$ cat src/rtl/cache_axi_bridge.sv
// Bridges the 2-way data cache refill and write-back ports onto an AXI3 master.
// One read and one write may be outstanding; refills to a line being written back wait for B.
module cache_axi_bridge #(
    parameter logic [3:0] RD_ID = 4'd1,
    parameter logic [3:0] WR_ID = 4'd1
) (
    input  logic         clk,
    input  logic         resetn,
    input  logic         rd_req,
    output logic         rd_rdy,
    input  logic [2:0]   rd_type,
    input  logic [31:0]  rd_addr,
    output logic         ret_valid,
    output logic         ret_last,
    output logic [31:0]  ret_data,
    input  logic         wr_req,
    output logic         wr_rdy,
    input  logic [2:0]   wr_type,
    input  logic [31:0]  wr_addr,
    input  logic [3:0]   wr_wstrb,
    input  logic [127:0] wr_data,
    output logic [3:0]   arid,
    output logic [31:0]  araddr,
    output logic [7:0]   arlen,
    output logic [2:0]   arsize,
    output logic [1:0]   arburst,
    output logic [1:0]   arlock,
    output logic [3:0]   arcache,
    output logic [2:0]   arprot,
    output logic         arvalid,
    input  logic         arready,
    input  logic [3:0]   rid,
    input  logic [31:0]  rdata,
    input  logic [1:0]   rresp,
    input  logic         rlast,
    input  logic         rvalid,
    output logic         rready,
    output logic [3:0]   awid,
    output logic [31:0]  awaddr,
    output logic [7:0]   awlen,
    output logic [2:0]   awsize,
    output logic [1:0]   awburst,
    output logic [1:0]   awlock,
    output logic [3:0]   awcache,
    output logic [2:0]   awprot,
    output logic         awvalid,
    input  logic         awready,
    output logic [3:0]   wid,
    output logic [31:0]  wdata,
    output logic [3:0]   wstrb,
    output logic         wlast,
    output logic         wvalid,
    input  logic         wready,
    input  logic [3:0]   bid,
    input  logic [1:0]   bresp,
    input  logic         bvalid,
    output logic         bready
);

    localparam logic [1:0] R_IDLE = 2'd0;
    localparam logic [1:0] R_AR   = 2'd1;
    localparam logic [1:0] R_DATA = 2'd2;

    localparam logic [1:0] W_IDLE = 2'd0;
    localparam logic [1:0] W_SEND = 2'd1;
    localparam logic [1:0] W_RESP = 2'd2;

    logic [1:0]   r_state;
    logic [31:0]  rd_addr_q;
    logic [2:0]   rd_type_q;

    logic [1:0]   w_state;
    logic [31:0]  wr_addr_q;
    logic [2:0]   wr_type_q;
    logic [3:0]   wr_wstrb_q;
    logic [127:0] wr_data_q;
    logic [1:0]   w_cnt;
    logic         aw_done;
    logic         w_done;

    logic         hazard;
    logic         aw_fin;
    logic         w_fin;
    logic         unused_bits;

    // Line requests are aligned to 16 bytes and burst four words; everything else is a single beat.
    function automatic logic [31:0] req_addr(input logic [2:0] t, input logic [31:0] a);
        return (t == 3'b100) ? {a[31:4], 4'b0000} : a;
    endfunction

    function automatic logic [7:0] req_len(input logic [2:0] t);
        return (t == 3'b100) ? 8'd3 : 8'd0;
    endfunction

    function automatic logic [2:0] req_size(input logic [2:0] t);
        return (t == 3'b010 || t == 3'b100) ? 3'd2 : {1'b0, t[1:0]};
    endfunction

    assign arid    = RD_ID;
    assign awid    = WR_ID;
    assign wid     = WR_ID;
    assign arburst = 2'b01;
    assign awburst = 2'b01;
    assign arlock  = 2'b00;
    assign awlock  = 2'b00;
    assign arcache = 4'h0;
    assign awcache = 4'h0;
    assign arprot  = 3'h0;
    assign awprot  = 3'h0;

    assign wr_rdy = (w_state == W_IDLE);

    // Block a refill whose line is in flight for write-back, or is being accepted for it right now.
    assign hazard = ((w_state != W_IDLE) && (rd_addr[31:4] == wr_addr_q[31:4]))
                  || (wr_req && wr_rdy && (rd_addr[31:4] == wr_addr[31:4]));

    assign rd_rdy = (r_state == R_IDLE) && !hazard;

    assign arvalid = (r_state == R_AR);
    assign araddr  = req_addr(rd_type_q, rd_addr_q);
    assign arlen   = req_len(rd_type_q);
    assign arsize  = req_size(rd_type_q);

    assign rready    = (r_state == R_DATA);
    assign ret_valid = rvalid && rready && (rid == RD_ID);
    assign ret_data  = rdata;
    assign ret_last  = rlast;

    assign awvalid = (w_state == W_SEND) && !aw_done;
    assign awaddr  = req_addr(wr_type_q, wr_addr_q);
    assign awlen   = req_len(wr_type_q);
    assign awsize  = req_size(wr_type_q);

    assign wvalid = (w_state == W_SEND) && !w_done;
    assign wdata  = wr_data_q[{w_cnt, 5'd0} +: 32];
    assign wstrb  = (wr_type_q == 3'b100) ? 4'hf : wr_wstrb_q;
    assign wlast  = ({6'd0, w_cnt} == awlen);

    assign bready = (w_state == W_RESP);

    assign aw_fin = aw_done || (awvalid && awready);
    assign w_fin  = w_done || (wvalid && wready && wlast);

    assign unused_bits = ^{rresp, bresp};

    always_ff @(posedge clk or negedge resetn) begin
        if (!resetn) begin
            r_state   <= R_IDLE;
            rd_addr_q <= 32'd0;
            rd_type_q <= 3'd0;
        end else begin
            case (r_state)
                R_IDLE: begin
                    if (rd_req && rd_rdy) begin
                        rd_addr_q <= rd_addr;
                        rd_type_q <= rd_type;
                        r_state   <= R_AR;
                    end
                end
                R_AR: begin
                    if (arready) r_state <= R_DATA;
                end
                R_DATA: begin
                    if (ret_valid && rlast) r_state <= R_IDLE;
                end
                default: r_state <= R_IDLE;
            endcase
        end
    end

    // AW and W retire independently; the response phase starts once both have finished.
    always_ff @(posedge clk or negedge resetn) begin
        if (!resetn) begin
            w_state    <= W_IDLE;
            wr_addr_q  <= 32'd0;
            wr_type_q  <= 3'd0;
            wr_wstrb_q <= 4'd0;
            wr_data_q  <= 128'd0;
            w_cnt      <= 2'd0;
            aw_done    <= 1'b0;
            w_done     <= 1'b0;
        end else begin
            case (w_state)
                W_IDLE: begin
                    if (wr_req) begin
                        wr_addr_q  <= wr_addr;
                        wr_type_q  <= wr_type;
                        wr_wstrb_q <= wr_wstrb;
                        wr_data_q  <= wr_data;
                        w_cnt      <= 2'd0;
                        aw_done    <= 1'b0;
                        w_done     <= 1'b0;
                        w_state    <= W_SEND;
                    end
                end
                W_SEND: begin
                    if (awvalid && awready) aw_done <= 1'b1;
                    if (wvalid && wready) begin
                        w_cnt <= w_cnt + 2'd1;
                        if (wlast) w_done <= 1'b1;
                    end
                    if (aw_fin && w_fin) w_state <= W_RESP;
                end
                W_RESP: begin
                    if (bvalid && (bid == WR_ID)) w_state <= W_IDLE;
                end
                default: w_state <= W_IDLE;
            endcase
        end
    end

endmodule

$ cat config.mk
export PLATFORM = sky130hd
export DESIGN_NAME = cache_axi_bridge
export DESIGN_NICKNAME = d
export VERILOG_FILES = /design/src/rtl/cache_axi_bridge.sv
export SDC_FILE = /design/constraint.sdc
export NUM_CORES = 1
export LEC_CHECK = 0
export ABC_AREA = 1
export CORE_AREA = 2 2 179 181
export DETAILED_ROUTE_END_ITERATION = 10
export DIE_AREA = 0 0 181 183
export GPL_TIMING_DRIVEN = 0
export PLACE_DENSITY = 0.79
export REMOVE_ABC_BUFFERS = 1
export SYNTH_ARGS = -nofsm -noshare
export SYNTH_HDL_FRONTEND = slang
export SYNTH_SLANG_ARGS = --single-unit
$ cat constraint.sdc
create_clock -name clk -period 2.4 [get_ports clk]
set_input_delay 0.72 -clock clk [delete_from_list [all_inputs] [get_ports clk]]
set_output_delay 0.72 -clock clk [all_outputs]
set_load 0.03 [all_outputs]
-- Word level (Yosys, flattened, before mapping)
Index checks and enable logic that the tools add are counted.
- add/subtract/negate cells: 1
- equality and inequality tests: 22
- shifts and indexed selects: 1
- muxes and demuxes: 24
- reduce and logical (&&, ||, !) cells: 34
- operators with widths (operator ; count):
    $shiftx A128 B8 Y32 ; 1
    $eq A28 B28 Y1 ; 2
    $mux W2 ; 12
    $logic_and A1 B1 Y1 ; 15
    $ne A2 B1 Y1 const B ; 7
    $mux W4 ; 3
    $pmux W2 S3 ; 2
    $reduce_and A3 Y1 ; 4
    $eq A4 B1 Y1 const B ; 2
    $eq A3 B2 Y1 const B ; 2
    $eq A3 B3 Y1 const B ; 2
    $logic_or A1 B1 Y1 ; 5
    $eq A2 B1 Y1 const B ; 2
    $eq A2 B2 Y1 const B ; 2
    $logic_not A2 Y1 ; 2
    $mux W1 ; 4
    $ne A2 B2 Y1 const B ; 2
    $pmux W1 S2 ; 2
    $pmux W2 S2 ; 1
    $reduce_and A2 Y1 ; 2
    $reduce_and A4 Y1 ; 1
    $reduce_bool A2 Y1 ; 2
    $logic_not A1 Y1 ; 3
    $add A2 B1 Y2 const B ; 1
    $eq A2 B2 Y1 ; 1
- register bits after elaboration: 210
- input bits: 256
- output and inout bits: 198
- logic and storage cells: 93

-- Depth between registers and ports, before layout
Gate-level depths: netlist (run 1).
- depth in word-level cells: 9
- gate-level depth with buffers: 13
- gate-level depth less buffers: 12

-- Worst setup path before layout (run 1)
OpenSTA, ideal clock, no wires.
- path type: in2out
- start: input rd_addr[29]
- end: output rd_rdy
- data arrival time: 1.973 ns
- required time: 1.680 ns
- setup slack: -0.293 ns
- stages: 8
- path buffers: 0
- cells stage by stage: inv_1 -> or2_1 -> nand2_1 -> nor2_1 -> nand2_1 -> nor2_2 -> nand2_2 -> nor3b_1
- word-level cells in the longest chain between the ends: 5
- elaborated cells between the ends (all ways): 7
- classes of those cells: eq/ne: 2; reduce/logical: 5
- RTL lines (what ; RTL line ; source):
    start: declaration ; 12 ; input logic [31:0] rd_addr,
    $eq A28 B28 Y1 (on tied branches) ; 114, 115 ;
    $logic_and A1 B1 Y1 (on tied branches) ; 114, 115 ;
    $logic_or A1 B1 Y1 (*) ; 115 ; || (wr_req && wr_rdy && (rd_addr[31:4] == wr_addr[31:4]));
    $logic_not A1 Y1 (*) ; 117 ; assign rd_rdy = (r_state == R_IDLE) && !hazard;
    $logic_and A1 B1 Y1 (*) ; 117 ;
    end: declaration ; 10 ; output logic rd_rdy,
Mark *: on every way between the ends. The rest lies on a longest branch, timed or not.

-- Worst setup path in the final report (run 1)
- start: input rd_addr[10]
- end: output rd_rdy
The elaborated chain is that of the path after synthesis.

==> results by group, run 1 <==
Clock network
  – Cts hold-fix bufs: 0
  – Max clock buf depth: 3
  – CTS Buf Count: 25
  – CTS tree: done
  – Root buf cell: clkbuf_16
  – Worst-skew pair later-pin latency: 0.53 ns
  – CTS clock-pin slew for the worst setup and hold paths: 0.06 ns
  – H-tree depth: 1
  – TritonCTS Sinks: 210

Synthesis
  – Synth Flop Type: dfrtp_1
  – Unique cell type count in the Yosys netlist: 36
  – Number of enable flip-flop cells after synthesis: 0
  – Register area share after synthesis: 46.3%
  – Cell type with the largest total area after synthesis: dfrtp_1
  – Synthesis warning total: 0
  – Synth Register Bits: 210
  – Async SR Flop Fraction: 100%
  – Cells after Synth: 1536
  – Syn avg cell area: 7.39 sq um
  – Post-Synthesis Cell Area: 11300 sq um
  – Post-synth top area share: 46.3%
  – Synth area leaders: dfrtp_1 46%, nand2_1 22%, buf_4 9.2%

Critical path
  – Top cell by count, worst path: nand2_1
  – CP Cell Sequence: clkdlybuf4s15_2 -> inv_1 -> nand2_1 -> nand2_1 -> nor2_2 -> nand2_1 -> nor2_1 -> nand2_2 -> nor2_2 -> nor3b_2 -> buf_4
  – CP startpoint: rd_addr[10]
  – Crit path kind: input port to primary output
  – CP max stage cell: clkdlybuf4s15_2
  – R2R depth: 13
  – Reg2Reg Setup Slack: 0.12 ns
  – Crit path largest cell delay: 0.23 ns
  – Maximum fanout along the worst path: 4
  – Data arrival time of the worst path: 2.01 ns
  – Critical path endpoint: rd_rdy
  – Crit. End Element: primary output
  – Worst reg2reg path startpoint: w_state[1]$_DFFE_PN0P_
  – Startpoint Class: input port
  – Worst r2r dst: rd_addr_q[2]$_DFFE_PN0P_
  – CP required: 1.68 ns

Detailed routing
  – Drt drc: 0
  – Vias per Instance: 4.96
  – 1st-pass router iterations: 8
  – Avg WL per Cell: 18.8 um
  – Via count: 11058
  – Total wire length: 41900 um
  – Post-route antenna net violation count: 0
  – DRC marker count from the first detailed-route iteration: 800

GRT
  – M2 GR Usage: 37.1%
  – First-pass GRT wire length: 61100 um
  – Grt ovf: 0
  – Via count of the first global-routing pass: 10700
  – Largest net degree at the start of global routing: 114
  – Met3 usage: 6.85%
  – GR peak layer: met2
  – Routing usage on met1: 30.8%
  – GRT Util Overall: 23.9%
  – Initial antenna violation count: 8

Min path
  – HP Class: input port to async pin

Power
  – Power Dens Cells: 1430 nW/um^2
  – Leak: 8.30 nW
  – Peak supply drop: 0.778 mV
  – Overall power: 0.0233 W

STA
  – Slew Viols, Final: 0
  – Setup-failing EPs final: 36
  – Worst Max-Slew Pin Slew: 0.886 ns
  – Setup TNS Final: -7.61 ns
  – Post-layout min period: 2.73 ns
  – F_max: 367 MHz
  – Clock Skew: 0.0245 ns
  – Setup WS post-layout: -0.328 ns
  – Slew headroom: 40.9%
  – Tcrit/Tclk final: 114%
  – Hold Vio Cnt, Final: 0
  – RSZ-0062 raised after global routing: yes

Cells and area
  – Fill count: 2856
  – Area of the multi-input gates: 5130 sq um
  – FF+latch area: 5260 sq um
  – Fraction of layout cells with a size suffix above 1: 18.2%
  – Layout area overhead: 43.6%
  – Final core utilization: 52.2%
  – Finished Layout Cells: 2231
  – Final nets: 2059

Floorplan
  – Die X: 181 um
  – Die ar.: 33100 sq um
  – Cell row count: 65
  – Core area: 31200 sq um
  – Die span in y: 183 um
  – I/O pin count: 454
  – Starting Density: 36.3%

Status
  – Status: finished with violations
  – Failing checks: setup timing

Placement
  – Gpl congestion: 0.862
  – Placed cell count: 2118
  – Detailed placer's ending HPWL: 25900 um
  – Port Buffers: 337

Run
  – Max-cap violations: 0
[synthesized netlist by cell type (2+ instances only)]
master	n
nand2_1	663
dfrtp_1	210
buf_4	139
nor2_1	118
o21ai_0	101
inv_1	93
clkbuf_1	38
nand4_1	37
o22ai_1	33
buf_2	19
xnor2_1	13
nand2_2	12
nand3_1	9
buf_1	8
buf_6	5
a21oi_1	4
inv_2	4
o21ai_1	4
or2_2	4
a31oi_1	2
conb_1	2
nor2_2	2
o21bai_1	2
or2_1	2
[where the power goes]
group / internal (W) / switching [W]
Clock: 0.00227 / 0.00154
Combinational: 0.00511 / 0.00792
Sequential: 0.00524 / 0.00121
Total: 0.0126 / 0.0107
[logic make-up after synthesis]
kind of cell	share of synthesized area (%)
other	0.0662
buffers and inverters	15.4
flip-flops	46.3
AND/OR/NAND/NOR	30.2
XOR/XNOR	1.00
AO/OA/AOI/OAI	6.95
[cell type report]
| cell class | instances | share of cell area (%) |
|---|---|---|
| diodes | 8 | 0.123 |
| clock buffers | 38 | 4.63 |
| clock inverters | 7 | 0.422 |
| inverters | 98 | 2.52 |
| multi-input cells | 1065 | 31.5 |
| flip-flops and latches | 210 | 32.3 |
| well taps | 402 | 3.09 |
| repair buffers | 398 | 25.1 |
| repair inverters | 5 | 0.338 |
[per-layer routing]
layer	wire, um	vias to the layer above
li1	-	5139
met1	17300	5294
met4	1960	2
met5	126	-
met3	3570	122
met2	19000	501
[registers in the layout, summed over array words and instances (netlist names), 2 cells and up]
signal and cells:
w_cnt 2, wr_wstrb_q 4, wr_data_q 128, wr_addr_q 32, w_state 2, wr_type_q 3, rd_addr_q 32, r_state 2
rd_type_q 3
[metrics by stage]
stage / hold slack (ns) / instance area [sq um] / worst slack, ns
floorplan: 0.424 / 10100 / -1.18
global route: 0.345 / 16300 / -0.401
finish: 0.284 / 16300 / -0.328
CTS: 0.304 / 15700 / -0.294
detailed placement: 0.453 / 14200 / -2.09
global placement: 0.447 / 14000 / -8.51
[layout by cell type (no fill, tap or decap), types with 4 or more instances in the layout]
cell type,Yosys,routed
o21ai_2,0,34
nor2_2,2,20
clkdlybuf4s15_1,0,7
xnor2_2,0,11
clkdlybuf4s50_1,0,204
nand2_1,663,654
clkbuf_2,0,18
conb_1,2,48
clkbuf_1,38,5
inv_2,4,11
o21ai_4,0,9
nand4_1,37,37
buf_2,19,7
or2_2,4,4
clkinvlp_4,0,4
dlymetal6s2s_1,0,10
clkdlybuf4s15_2,0,10
o21ai_0,101,46
o22ai_1,33,13
diode_2,0,8
inv_1,93,82
clkbuf_8,0,8
o21ai_1,4,16
dfrtp_1,210,208
buf_4,139,48
nor2_1,118,93
a21oi_1,4,4
nand2_2,12,20
buf_16,0,10
o22ai_2,0,19
buf_6,5,28
clkbuf_16,0,30
buf_12,0,7
nand3_1,9,9
dlygate4sd2_1,0,42
nor2_4,1,9
[worst max-delay path, delay by kind of cell]
kind	cells	cell delay (ns)
buffers and inverters	3	0.47
and+or+nand+nor	8	0.82
[how the worst min path moves through the flow]
stage | start | end | slack [ns] | cells after the start
final | resetn | rd_addr_q[0]$_DFFE_PN0P_ | 0.28 | 1
after global routing | resetn | rd_addr_q[30]$_DFFE_PN0P_ | 0.35 | 1
after CTS | resetn | rd_addr_q[30]$_DFFE_PN0P_ | 0.30 | 1
after detailed placement | wr_data_q[59]$_DFFE_PN0P_ | wr_data_q[59]$_DFFE_PN0P_ | 0.45 | 2
after global placement | wr_wstrb_q[2]$_DFFE_PN0P_ | wr_wstrb_q[2]$_DFFE_PN0P_ | 0.45 | 2
after floorplan | resetn | aw_done$_DFFE_PN0P_ | 0.42 | 0
[repair_timing]
| item | CTS | global route |
|---|---|---|
| setup buffers | 39 | 7 |
| endpoints found under the setup margin | 101 | 96 |
| pin swaps | 44 | 49 |
| endpoints found under the hold margin | 0 | 0 |
| gates cloned | 12 | 5 |
| gates resized for setup | 467 | 207 |
(Power assumes the default switching activity.)
==> run 2: changes to the inputs <==
Settings changed: CTS_CLUSTER_DIAMETER set to 50, SKIP_CTS_REPAIR_TIMING set to 1, SLEW_MARGIN set to 20.
==> results by group, run 2 (synthesis gave the netlist of run 1 again) <==
Detailed routing
  – Total wire length: 41200 um (-1.7%)
  – DRC marker count from the first detailed-route iteration: 761 (-4.9%)
  – Vias per Instance: 4.98 (+0.42%)
  – 1st-pass router iterations: 5 (-3)
  – Via count: 11189 (+1.2%)
  – Avg WL per Cell: 18.3 um (-2.5%)
  – Drt drc: 0 (unchanged)
  – Post-route antenna net violation count: 0 (unchanged)

Clock network
  – CTS tree: done
  – TritonCTS Sinks: 210 (unchanged)
  – CTS clock-pin slew for the worst setup and hold paths: 0.05 ns (about the same)
  – Root buf cell: clkbuf_16
  – Worst-skew pair later-pin latency: 0.57 ns (+0.04 ns)
  – Max clock buf depth: 3 (unchanged)
  – H-tree depth: 1 (unchanged)
  – CTS Buf Count: 31 (+24%)

Critical path
  – Top cell by count, worst path: nand2_1
  – Worst reg2reg path startpoint: w_state[0]$_DFFE_PN0P_
  – Maximum fanout along the worst path: 2 (-2)
  – Crit. End Element: primary output
  – Startpoint Class: input port
  – R2R depth: 13 (unchanged)
  – Crit path kind: input port to primary output
  – Crit path largest cell delay: 0.47 ns (+0.24 ns)
  – CP required: 1.68 ns (about the same)
  – Reg2Reg Setup Slack: 0.16 ns (+0.04 ns)
  – CP Cell Sequence: clkdlybuf4s50_1 -> xnor2_2 -> nand2_1 -> nor2_1 -> nand2_1 -> nor2_2 -> nand2_2 -> nor3b_4 -> buf_6
  – CP max stage cell: clkdlybuf4s50_1
  – Worst r2r dst: rd_addr_q[22]$_DFFE_PN0P_
  – Data arrival time of the worst path: 2.13 ns (+0.12 ns)

STA
  – Setup-failing EPs final: 45 (+25%)
  – Worst Max-Slew Pin Slew: 0.833 ns (-0.0529 ns)
  – Setup WS post-layout: -0.451 ns (-0.123 ns)
  – Slew headroom: 44.3% (+3.4 points)
  – Slew Viols, Final: 0 (unchanged)
  – F_max: 351 MHz (-4.3%)
  – RSZ-0062 raised after global routing: yes
  – Clock Skew: 0.0289 ns (+0.00442 ns)
  – Post-layout min period: 2.85 ns (+0.123 ns)
  – Setup TNS Final: -9.64 ns (-2.03 ns)
  – Tcrit/Tclk final: 119% (+5.1 points)
  – Hold slack: 0.0853 ns (-0.199 ns)
  – Hold Vio Cnt, Final: 0 (unchanged)

Cells and area
  – Leading cell type in the layout, fill and taps excluded: nand2_1
  – Flip-flop count of the largest register, all copies and words added: 128 (unchanged)
  – Biggest regs: wr_data_q x128, rd_addr_q x32, wr_addr_q x32
  – Most flop-heavy register: wr_data_q
  – Final core utilization: 54.0% (+1.8 points)
  – Final nets: 2068 (+0.44%)
  – Most frequent cells in the layout: 654 x nand2_1, 208 x dfrtp_1, 203 x clkdlybuf4s50_1
  – Layout area overhead: 48.6%
  – Fraction of layout cells with a size suffix above 1: 16.7% (-1.6 points)

GRT
  – First-pass GRT wire length: 56100 um (-8.2%)
  – Initial antenna violation count: 11 (+3)
  – Largest net degree at the start of global routing: 98 (-14%)
  – Grt ovf: 0 (unchanged)
  – Via count of the first global-routing pass: 10273 (-4.0%)
  – GRT Util Overall: 21.4% (-2.5 points)

Power
  – Power Dens Cells: 1440 nW/um^2 (+0.62%)
  – Leak: 9.06 nW (+9.1%)
  – Peak supply drop: 0.691 mV (-11%)
  – Overall power: 0.0242 W (+4.1%)

Run
  – Max-cap violations: 0 (unchanged)

Placement
  – Gpl congestion: 0.862 (unchanged)
  – Detailed placer's ending HPWL: 26000 um (+0.12%)
  – Setup WS pre-CTS: -1.39 ns (+0.696 ns)
  – Port Buffers: 337 (unchanged)

Floorplan
  – I/O pin count: 454 (unchanged)
  – Starting Density: 36.3% (unchanged)
  – Die X: 181 um (unchanged)
  – Die span in y: 183 um (unchanged)
  – Die ar.: 33100 sq um (unchanged)
  – Cell row count: 65 (unchanged)
  – Core area: 31200 sq um (unchanged)

Status
  – Status: finished with violations
  – Failing checks: setup timing

Min path
  – HP Class: input port to async pin
run 2: changes by cell type in the layout (fill, tap and decap cells not counted), sizes merged:
| cell | change |
|---|---|
| diode | +3 |
| buf | +5 |
| bufinv | +5 |
| inv | +4 |
| dlygate4sd2 | -42 |
| clkdlybuf4s50 | -1 |
| dlymetal6s2s | +72 |
| clkinv | +6 |
| clkbuf | -17 |
| clkdlybuf4s15 | -17 |
| clkinvlp | -1 |
run 2: power by group:
group          leakage (nW)  switching, W  internal [W]
logic                  5.90       0.00783       0.00508
registers              2.61       0.00116       0.00524
clock network         0.550       0.00180       0.00313
total                  9.06        0.0108        0.0134
run 2: worst max-delay path: cells and delay by family:
kind / cells / cell delay [ns]
AND/OR/NAND/NOR: 6 / 0.58
XOR/XNOR: 1 / 0.22
buffers and inverters: 2 / 0.62
run 2: per-stage QoR:
stage / instances / area, sq um
2_1_floorplan: 1372 / 10100
3_3_place_gp: 2111 / 14000
3_5_place_dp: 2118 / 14200
4_1_cts: 2174 / 15300
5_1_grt: 2247 / 16900
6_report: 2248 / 16900
run 2: routing by layer:
metal	global-route usage [%]	up-vias	part of all wire, %
met5	2.67	-	0.30
met4	10.1	2	4.8
met3	6.51	121	9.4
met2	32.6	577	46
met1	27.5	5330	39
li1	-	5159	-
run 2: how the worst max path moves through the flow:
stage                               from                        end  slack [ns]  depth (start not counted)
finish                       wr_addr[28]                     rd_rdy       -0.45                          9
global route                 wr_addr[28]                     rd_rdy       -0.51                          9
CTS                 w_cnt[1]$_DFFE_PN0P_                   wdata[8]       -1.65                          4
detailed placement                wr_req                     rd_rdy       -1.39                         10
global placement                  resetn  wr_data_q[45]$_DFFE_PN0P_       -8.51                          1
floorplan                         wr_req  wr_addr_q[19]$_DFFE_PN0P_       -1.18                          4
run 2: final cells by class:
| cell class | count | area (sq um) |
|---|---|---|
| clock buffers | 35 | 821 |
| repair buffers | 401 | 4370 |
| flip-flops and latches | 210 | 5260 |
| fillers | 2736 | 14400 |
| inverters | 98 | 432 |
| clock inverters | 21 | 308 |
| well taps | 402 | 503 |
| multi-input cells | 1065 | 5010 |
| diodes | 11 | 27.5 |
| repair inverters | 5 | 123 |
==> run 3: changes to the inputs <==
Settings changed: CELL_PAD_IN_SITES_DETAIL_PLACEMENT set to 1, CELL_PAD_IN_SITES_GLOBAL_PLACEMENT set to 1, CORE_AREA 2 2 179 181 to unset, CORE_MARGIN set to 2, CORE_UTILIZATION set to 31, DIE_AREA 0 0 181 183 to unset, HOLD_SLACK_MARGIN set to 0.15, PLACE_DENSITY 0.79 to 0.92.
Clock period 2.4 ns to 2.76 ns, I/O delays scaled along.
==> results by group, run 3 (synthesis gave the netlist of run 1 again) <==
Min path
  – HP Class: input port to async pin

STA
  – Slew Viols, Final: 0 (unchanged)
  – Slew headroom: 37.0% (-7.3 points)
  – F_max: 323 MHz
  – Setup WS post-layout: -0.336 ns (+0.116 ns)
  – Tcrit/Tclk final: 112%
  – Clock Skew: 0.0133 ns (-0.0156 ns)
  – Hold Vio Cnt, Final: 0 (unchanged)
  – Setup TNS Final: -0.416 ns (+9.23 ns)
  – Post-layout min period: 3.10 ns
  – Setup-failing EPs final: 2 (-96%)
  – RSZ-0062 raised after global routing: yes
  – Worst Max-Slew Pin Slew: 0.943 ns (+0.109 ns)

GRT
  – GRT Util Overall: 22.6% (+1.3 points)
  – Largest net degree at the start of global routing: 92 (-6.1%)
  – First-pass GRT wire length: 67000 um (+19%)
  – Via count of the first global-routing pass: 11985 (+17%)
  – Initial antenna violation count: 17 (+6)
  – Grt ovf: 0 (unchanged)

Detailed routing
  – Post-route antenna net violation count: 0 (unchanged)
  – Vias per Instance: 4.97 (-0.10%)
  – Avg WL per Cell: 21.8 um (+19%)
  – 1st-pass router iterations: 5 (unchanged)
  – Drt drc: 0 (unchanged)
  – DRC marker count from the first detailed-route iteration: 527 (-31%)
  – Total wire length: 50100 um (+22%)
  – Via count: 11421 (+2.1%)

Critical path
  – Crit path largest cell delay: 0.18 ns (-0.29 ns)
  – CP required: 1.93 ns (+0.25 ns)
  – Crit path kind: input port to primary output
  – Top cell by count, worst path: nand2_1
  – Data arrival time of the worst path: 2.27 ns (+0.14 ns)
  – Maximum fanout along the worst path: 3 (+1)
  – CP max stage cell: dlymetal6s2s_1
  – Startpoint Class: input port
  – CP Cell Sequence: dlymetal6s2s_1 -> inv_1 -> nand2_1 -> nand2_1 -> inv_1 -> nand2_1 -> nor2_1 -> nand2_1 -> nor2_1 -> nand2_2 -> nor3b_2 -> buf_4
  – Crit. End Element: primary output

Floorplan
  – Cell row count: 70 (+7.7%)
  – Die ar.: 38100 sq um (+15%)
  – Core area: 36300 sq um (+16%)
  – Die X: 195 um (+7.9%)
  – Starting Density: 31.2% (-5.1 points)
  – I/O pin count: 454 (unchanged)
  – Die span in y: 195 um (+6.7%)

Clock network
  – CTS Buf Count: 34 (+9.7%)
  – CTS clock-pin slew for the worst setup and hold paths: 0.06 ns (about the same)
  – Worst-skew pair later-pin latency: 0.53 ns (-0.04 ns)
  – Root buf cell: clkbuf_16
  – TritonCTS Sinks: 210 (unchanged)
  – H-tree depth: 2 (+1)
  – Max clock buf depth: 3 (unchanged)
  – CTS tree: done

Power
  – Peak supply drop: 0.778 mV (+13%)
  – Power Dens Cells: 1260 nW/um^2 (-13%)
  – Leak: 8.77 nW (-3.2%)

Cells and area
  – Flip-flop count of the largest register, all copies and words added: 128 (unchanged)
  – Post-route cell area: 16400 sq um (-2.9%)
  – Fraction of layout cells with a size suffix above 1: 12.4% (-4.3 points)
  – Most frequent cells in the layout: 649 x nand2_1, 221 x clkdlybuf4s50_1, 208 x dfrtp_1
  – Leading cell type in the layout, fill and taps excluded: nand2_1
  – Biggest regs: wr_data_q x128, rd_addr_q x32, wr_addr_q x32
  – Most flop-heavy register: wr_data_q
  – Final core utilization: 45.0% (-9.0 points)
  – Layout area overhead: 44.2%
  – Final nets: 2044 (-1.2%)

Placement
  – Post-DP Area: 14300 sq um (+0.58%)
  – Gpl congestion: 0.830 (-3.7%)
  – Port Buffers: 337 (unchanged)
  – Detailed placer's ending HPWL: 30800 um (+19%)

Status
  – Status: finished with violations
  – Failing checks: setup timing

Run
  – Max-cap violations: 0 (unchanged)
==> run 3: cell type report <==
cell class	count	area, sq um
repair inverters	4	101
diodes	18	45.0
clock buffers	43	966
inverters	98	418
repair buffers	374	3980
flip-flops and latches	210	5260
multi-input cells	1066	4790
well taps	468	586
fillers	4340	20000
clock inverters	16	211
==> run 3: layer usage <==
metal / part of all wire, % / GRT usage (%) / wire (um)
met1: 41 / 26.6 / 20400
met3: 6.3 / 6.37 / 3140
met4: 6.0 / 13.3 / 2990
met2: 47 / 36.8 / 23500
met5: 0.26 / 2.68 / 128
==> run 3: metrics by stage <==
stage	power, W	hold slack [ns]	cells	worst slack, ns
after floorplan	0.0107	0.434	1372	-0.931
after global routing	0.0217	0.258	2296	-0.388
after detailed placement	0.0150	0.454	2184	-1.66
after CTS	0.0197	0.239	2243	-1.67
after global placement	0.0145	0.447	2177	-8.55
final	0.0206	0.234	2297	-0.336
==> run 3: critical path, delay by kind of cell <==
| kind | cells | cell delay (ns) |
|---|---|---|
| buffers and inverters | 4 | 0.53 |
| and+or+nand+nor | 8 | 0.92 |
==> run 3: path summary, 6_finish.rpt <==
kind / start / endpoint / slack (ns) / depth (start not counted)
worst max-delay path: rd_addr[4] / rd_rdy / -0.34 / 12
max in group asynchronous: resetn / wr_data_q[1]$_DFFE_PN0P_ / 1.70 / 2
min in group clk: wr_data_q[54]$_DFFE_PN0P_ / wr_data_q[54]$_DFFE_PN0P_ / 0.47 / 2
worst min-delay path: resetn / rd_addr_q[3]$_DFFE_PN0P_ / 0.23 / 1
worst min register to register: wr_data_q[54]$_DFFE_PN0P_ / wr_data_q[54]$_DFFE_PN0P_ / 0.47 / 2
worst max register to register: w_state[1]$_DFFE_PN0P_ / rd_addr_q[7]$_DFFE_PN0P_ / 0.18 / 12
==> run 3: report_power, final <==
group	total (W)	internal, W	switching, W
Clock	0.00451	0.00286	0.00164
Sequential	0.00558	0.00456	0.00102
Combinational	0.0105	0.00368	0.00681
Total	0.0206	0.0111	0.00947
